[config.mk]
export PLATFORM = sky130hd
export DESIGN_NAME = sram_bus_arbiter
export DESIGN_NICKNAME = d
export VERILOG_FILES = /design/src/rtl/sram_bus_arbiter.sv
export SDC_FILE = /design/constraint.sdc
export NUM_CORES = 1
export LEC_CHECK = 0
export BUFFER_PORTS_ARGS = -buffer_cell sky130_fd_sc_hd__buf_2
export CAP_MARGIN = 20
export CORE_MARGIN = 2
export CORE_UTILIZATION = 30
export CTS_CLUSTER_DIAMETER = 200
export DETAILED_ROUTE_END_ITERATION = 16
export GPL_ROUTABILITY_DRIVEN = 0
export PLACE_DENSITY_LB_ADDON = 0.3
export SLEW_MARGIN = 20
export SYNTH_ARGS = -nofsm -noshare
export SYNTH_HDL_FRONTEND = slang
export SYNTH_SLANG_ARGS = --single-unit
[constraint.sdc]
create_clock -name clk -period 2.1 [get_ports clk]
set_clock_uncertainty 0.05 [all_clocks]
set_input_delay 0.315 -clock clk [delete_from_list [all_inputs] [get_ports clk]]
set_output_delay 0.315 -clock clk [all_outputs]
set_load 0.1 [all_outputs]
[src/rtl/sram_bus_arbiter.sv]
// sram_bus_arbiter
//   Round-robin arbiter and access sequencer for the shared data-memory bus.
//   Requester 0 is the UART receive path; requester 1 is the filter/display path.
//   Each access runs IDLE -> SETUP (1) -> STROBE (WAIT) -> DONE (1) -> IDLE.
//   Every output is registered, so the decoder never sees a combinational
//   glitch on address or strobes when ownership changes.
//
// Ports
//   clk, nRESET            clock, synchronous active-low reset
//   reqN/weN/addrN/wdataN  requester N access (held until ackN)
//   ackN                   one-cycle completion pulse to requester N
//   rdata                  read data, valid with ack, held until next read
//   gnt                    one-hot owner, 00 when idle
//   mem_addr/mem_read/mem_write/mem_wdata/mem_rdata  decoder / SRAM side
//   busy                   high whenever the sequencer is not in IDLE
module sram_bus_arbiter #(
  parameter int AW   = 32,
  parameter int DW   = 16,
  parameter int WAIT = 2
) (
  input  logic          clk,
  input  logic          nRESET,
  input  logic          req0,
  input  logic          we0,
  input  logic [AW-1:0] addr0,
  input  logic [DW-1:0] wdata0,
  output logic          ack0,
  input  logic          req1,
  input  logic          we1,
  input  logic [AW-1:0] addr1,
  input  logic [DW-1:0] wdata1,
  output logic          ack1,
  output logic [DW-1:0] rdata,
  output logic [1:0]    gnt,
  output logic [AW-1:0] mem_addr,
  output logic          mem_read,
  output logic          mem_write,
  output logic [DW-1:0] mem_wdata,
  input  logic [DW-1:0] mem_rdata,
  output logic          busy
);

  generate
    if (WAIT < 1 || WAIT > 15) begin : g_bad_wait
      $error("sram_bus_arbiter: WAIT must be in 1..15");
    end
  endgenerate

  localparam logic [3:0] CNT_INIT = 4'(WAIT - 1);

  typedef enum logic [1:0] {IDLE, SETUP, STROBE, DONE} state_t;

  state_t        state_q, state_d;
  logic [3:0]    cnt_q, cnt_d;
  logic          owner_q, owner_d;       // 0 = requester 0, 1 = requester 1
  logic          last_owner_q, last_owner_d;
  logic          we_lat_q, we_lat_d;
  logic [AW-1:0] mem_addr_q, mem_addr_d;
  logic [DW-1:0] mem_wdata_q, mem_wdata_d;
  logic [DW-1:0] rdata_q, rdata_d;
  logic [1:0]    gnt_q, gnt_d;
  logic          ack0_q, ack0_d, ack1_q, ack1_d;
  logic          mem_read_q, mem_read_d, mem_write_q, mem_write_d;
  logic          busy_q, busy_d;

  always_comb begin
    state_d      = state_q;
    cnt_d        = cnt_q;
    owner_d      = owner_q;
    last_owner_d = last_owner_q;
    we_lat_d     = we_lat_q;
    mem_addr_d   = mem_addr_q;
    mem_wdata_d  = mem_wdata_q;
    rdata_d      = rdata_q;

    case (state_q)
      IDLE: begin
        if (req0 || req1) begin
          // Contention goes to whoever was not served last.
          owner_d     = (req0 && req1) ? ~last_owner_q : req1;
          we_lat_d    = owner_d ? we1    : we0;
          mem_addr_d  = owner_d ? addr1  : addr0;
          mem_wdata_d = owner_d ? wdata1 : wdata0;
          state_d     = SETUP;
        end
      end
      SETUP: begin
        cnt_d   = CNT_INIT;
        state_d = STROBE;
      end
      STROBE: begin
        if (cnt_q == 4'd0) begin
          if (!we_lat_q) rdata_d = mem_rdata;
          state_d = DONE;
        end else begin
          cnt_d = cnt_q - 4'd1;
        end
      end
      DONE: begin
        last_owner_d = owner_q;
        state_d      = IDLE;
      end
      default: state_d = IDLE;
    endcase

    // Outputs are decoded from the next state so they register in step with it.
    busy_d      = (state_d != IDLE);
    gnt_d       = busy_d ? (owner_d ? 2'b10 : 2'b01) : 2'b00;
    mem_write_d = (state_d == STROBE) &&  we_lat_d;
    mem_read_d  = (state_d == STROBE) && !we_lat_d;
    ack0_d      = (state_d == DONE) && !owner_d;
    ack1_d      = (state_d == DONE) &&  owner_d;
  end

  always_ff @(posedge clk) begin
    if (!nRESET) begin
      state_q      <= IDLE;
      cnt_q        <= 4'd0;
      owner_q      <= 1'b0;
      last_owner_q <= 1'b1;
      we_lat_q     <= 1'b0;
      mem_addr_q   <= '0;
      mem_wdata_q  <= '0;
      rdata_q      <= '0;
      gnt_q        <= 2'b00;
      ack0_q       <= 1'b0;
      ack1_q       <= 1'b0;
      mem_read_q   <= 1'b0;
      mem_write_q  <= 1'b0;
      busy_q       <= 1'b0;
    end else begin
      state_q      <= state_d;
      cnt_q        <= cnt_d;
      owner_q      <= owner_d;
      last_owner_q <= last_owner_d;
      we_lat_q     <= we_lat_d;
      mem_addr_q   <= mem_addr_d;
      mem_wdata_q  <= mem_wdata_d;
      rdata_q      <= rdata_d;
      gnt_q        <= gnt_d;
      ack0_q       <= ack0_d;
      ack1_q       <= ack1_d;
      mem_read_q   <= mem_read_d;
      mem_write_q  <= mem_write_d;
      busy_q       <= busy_d;
    end
  end

  assign ack0      = ack0_q;
  assign ack1      = ack1_q;
  assign rdata     = rdata_q;
  assign gnt       = gnt_q;
  assign mem_addr  = mem_addr_q;
  assign mem_read  = mem_read_q;
  assign mem_write = mem_write_q;
  assign mem_wdata = mem_wdata_q;
  assign busy      = busy_q;

endmodule
==> flow_metrics.py <==
metrics = {
    "status": {
        "run_status": "finished clean",
    },
    "clock_network": {
        "cts-htree-levels": 3,
        "clk_pin_slew_ps": 60,
        "cts_tree": "built",
        "cts_hold_buf": 0,
        "clockRootBuffer": "clkbuf_16",
        "clockBufferDepth": 2,
        "cts_resized": 0,
        "post-cts-setup-buffer-count": 0,
        "clkLatencyLatePin_ps": 320,
        "cts_inserted_buffers": 9,
        "cts_sinks": 80,
    },
    "route": {
        "drtIter0Drc": 177,
        "dr.pass1.iters": 4,
        "wl_mm": 9.07,
        "drc": 0,
        "ant_nets": 0,
        "vias_per_cell": 4.73,
        "wl_per_cell_um": 12.3,
        "vias": 3494,
    },
    "finish": {
        "fin_area_um2": 4750,
        "nets": 719,
        "postLayoutCoreUtil_pct": 43.2,
        "final_common_cell": "buf_2",
        "syn2layout_area_growth_pct": 38.9,
        "layout-drive-gt1-share_pct": 37.1,
        "final_cell_mix": "buf_2 (188), nand2_1 (137), dfxtp_1 (80), o21ai_0 (51), a31oi_1 (50)",
        "diodes": 0,
        "fin_cells": 738,
    },
    "floorplan": {
        "core_um2": 11000,
        "io_pins": 189,
        "rows": 38,
        "die_area_um2": 12300,
        "fp.dieH_um": 111,
        "start_util_pct": 31.1,
        "die_w_um": 111,
    },
    "timing": {
        "min_period_ps": 1850,
        "timing_max_transition_violations_final": 0,
        "hold_viol": 0,
        "slew_headroom_pct": 59.5,
        "worst_slack_ps": 247,
        "setup_viol": 0,
        "worstMarginPinSlew_ps": 606,
        "hold_slack_ps": 179,
        "max_freq_mhz": 540,
        "finalCritPeriodShare_pct": 88.2,
        "fin_setup_tns_ps": 0,
        "rsz0062_at_grt": "false",
    },
    "synthesis": {
        "synth_top_area_share_pct": 46.9,
        "ys_warn_count": 0,
        "synthMuxAreaShare_pct": 0.293,
        "seq_area_frac_synth_pct": 46.9,
        "syn_area_um2": 3420,
        "synth_compound_area_share_pct": 23.8,
        "synth_cell_types": 34,
        "avgSynthCellArea_um2": 8.12,
        "synth_fp_nets": 546,
        "synthCells": 421,
        "yosys_register_bits": 80,
        "yosys.area_share.simple_pct": 21.0,
        "synth-xor-area-share_pct": 0,
        "synth_area_leaders": "dfxtp_1 (47%), nand2_1 (15%), a31oi_1 (9.2%)",
        "synth_fa_ha_area_share_pct": 2.56,
        "synth_top_area_cell": "dfxtp_1",
        "synth_top_family_by_area": "compound AO/OA/AOI/OAI gates",
    },
    "critical_path": {
        "reg2reg_depth": 6,
        "slowest_stage": "nand3b_1",
        "cp-end-kind": "register",
        "worstReg2RegEnd": "rdata[11]",
        "critical_path_depth": 6,
        "r2r_setup_slack_ps": 250,
        "crit_buf_inv": 1,
        "critical_path.cell_chain": "inv_1, ha_1, nor3b_4, nand3b_1, nand2_1, a21boi_2",
        "crit_type": "reg -> reg",
        "slowest_delay_ps": 480,
        "crit_required_ps": 2270,
        "cp_top_family": "simple AND/OR/NAND/NOR gates",
        "critPathCapture": "rdata[11]",
        "path_max_fanout": 16,
        "startpoint": "cnt_q[0]",
        "r2r_start": "cnt_q[0]",
        "cp-start-kind": "register",
        "crit_arrival_ps": 2020,
    },
    "placement": {
        "postPlaceCellArea_um2": 4470,
        "dp_slack_ps": 254,
        "dpl.hpwl_mm": 6.66,
        "io_buffer_count": 188,
        "dp.cells": 723,
    },
    "run": {
        "max-cap-violations": 0,
    },
    "global_route": {
        "grt.overflow.total": 0,
        "antenna_found_initial": 0,
        "grt_pass1_vias": 3492,
        "grt_first_pass_wirelength_mm": 15.6,
        "grt_start_max_net_pins": 77,
        "grt_use_total_pct": 15.0,
    },
    "pwr": {
        "p_leak_nw": 2.26,
        "p_per_area_nw_per_um2": 1880,
        "finalPower_mw": 8.93,
        "ir_worst_vdd_v": 0.00117,
    },
    "worst_hold_path": {
        "min_path_type": "in -> reg",
    },
}
## sequential cells by signal (all words and copies together), names as in the netlist
signal and flops:
mem_addr 32, mem_wdata 16, rdata 16, cnt_q 4, gnt 2, state_q 2, ack0 1, ack1 1
busy 1, last_owner_q 1, mem_read 1, mem_write 1, owner_q 1, we_lat_q 1
## report_power, final
part | internal (mW) | leakage (nW) | total, mW | switching [mW]
sequential | 2.01 | 0.659 | 2.26 | 0.245
clock | 0.916 | 0.137 | 1.50 | 0.581
combinational | 0.934 | 1.46 | 5.17 | 4.24
total | 3.86 | 2.26 | 8.93 | 5.07
## worst min path at each step
stage | startpoint | end | cells past startpoint
floorplan | cnt_q[1] | cnt_q[1] | 2
global placement | rdata[9] | rdata[9] | 2
detailed placement | rdata[9] | rdata[9] | 2
CTS | mem_rdata[14] | rdata[14] | 3
global route | mem_rdata[5] | rdata[5] | 3
finish | mem_rdata[14] | rdata[14] | 3
## worst register-to-register path, delay by kind of cell, from the launching register on
kind                       cells  cell delay [ps]
and+or+nand+nor                3             1030
AOI/OAI and AO/OA              1               70
adders and majority gates      1              180
buffers and inverters          1               90
DFF                            1              330
## logic make-up (layout without fill, tap and decap cells)
| logic type | Yosys count | in the layout |
|---|---|---|
| adders and majority gates | 7 | 7 |
| AOI/OAI and AO/OA | 129 | 129 |
| buffers and inverters | 38 | 215 |
| and+or+nand+nor | 166 | 166 |
| DFF | 80 | 80 |
| muxes | 1 | 1 |
## routing by layer
layer / vias to the layer above / GRT usage (%) / routed length, um
met3: 11 / 5.47 / 703
met4: 0 / 5.25 / 127
met2: 121 / 25.5 / 4300
met1: 1580 / 17.4 / 3940
li1: 1782 / - / -
met5: - / 0 / 0
## layout make-up
cell class                      count  area (um2)
Clock buffer                       12         236
Clock inverter                      3        43.8
Fill cell                        1086        6240
Inverter                            5        18.8
Multi-Input combinational cell    303        1640
Sequential cell                    80        1600
Tap cell                          140         175
Timing Repair Buffer              195        1030
## synthesized netlist by cell type, drive strengths merged
cell type,number
nor2,5
o311a,1
nor2b,4
mux2i,1
inv,5
or4b,1
a22oi,1
o21a,1
or3,2
nand3b,4
clkbuf,16
a22o,1
and3,1
nor3,1
nor3b,2
and2,5
nand2,138
o211a,2
buf,17
or2,1
nor4b,1
dfxtp,80
a31oi,50
o21ai,51
and3b,1
ha,7
a21boi,19
a21oi,3
(Power assumes the default switching activity.)
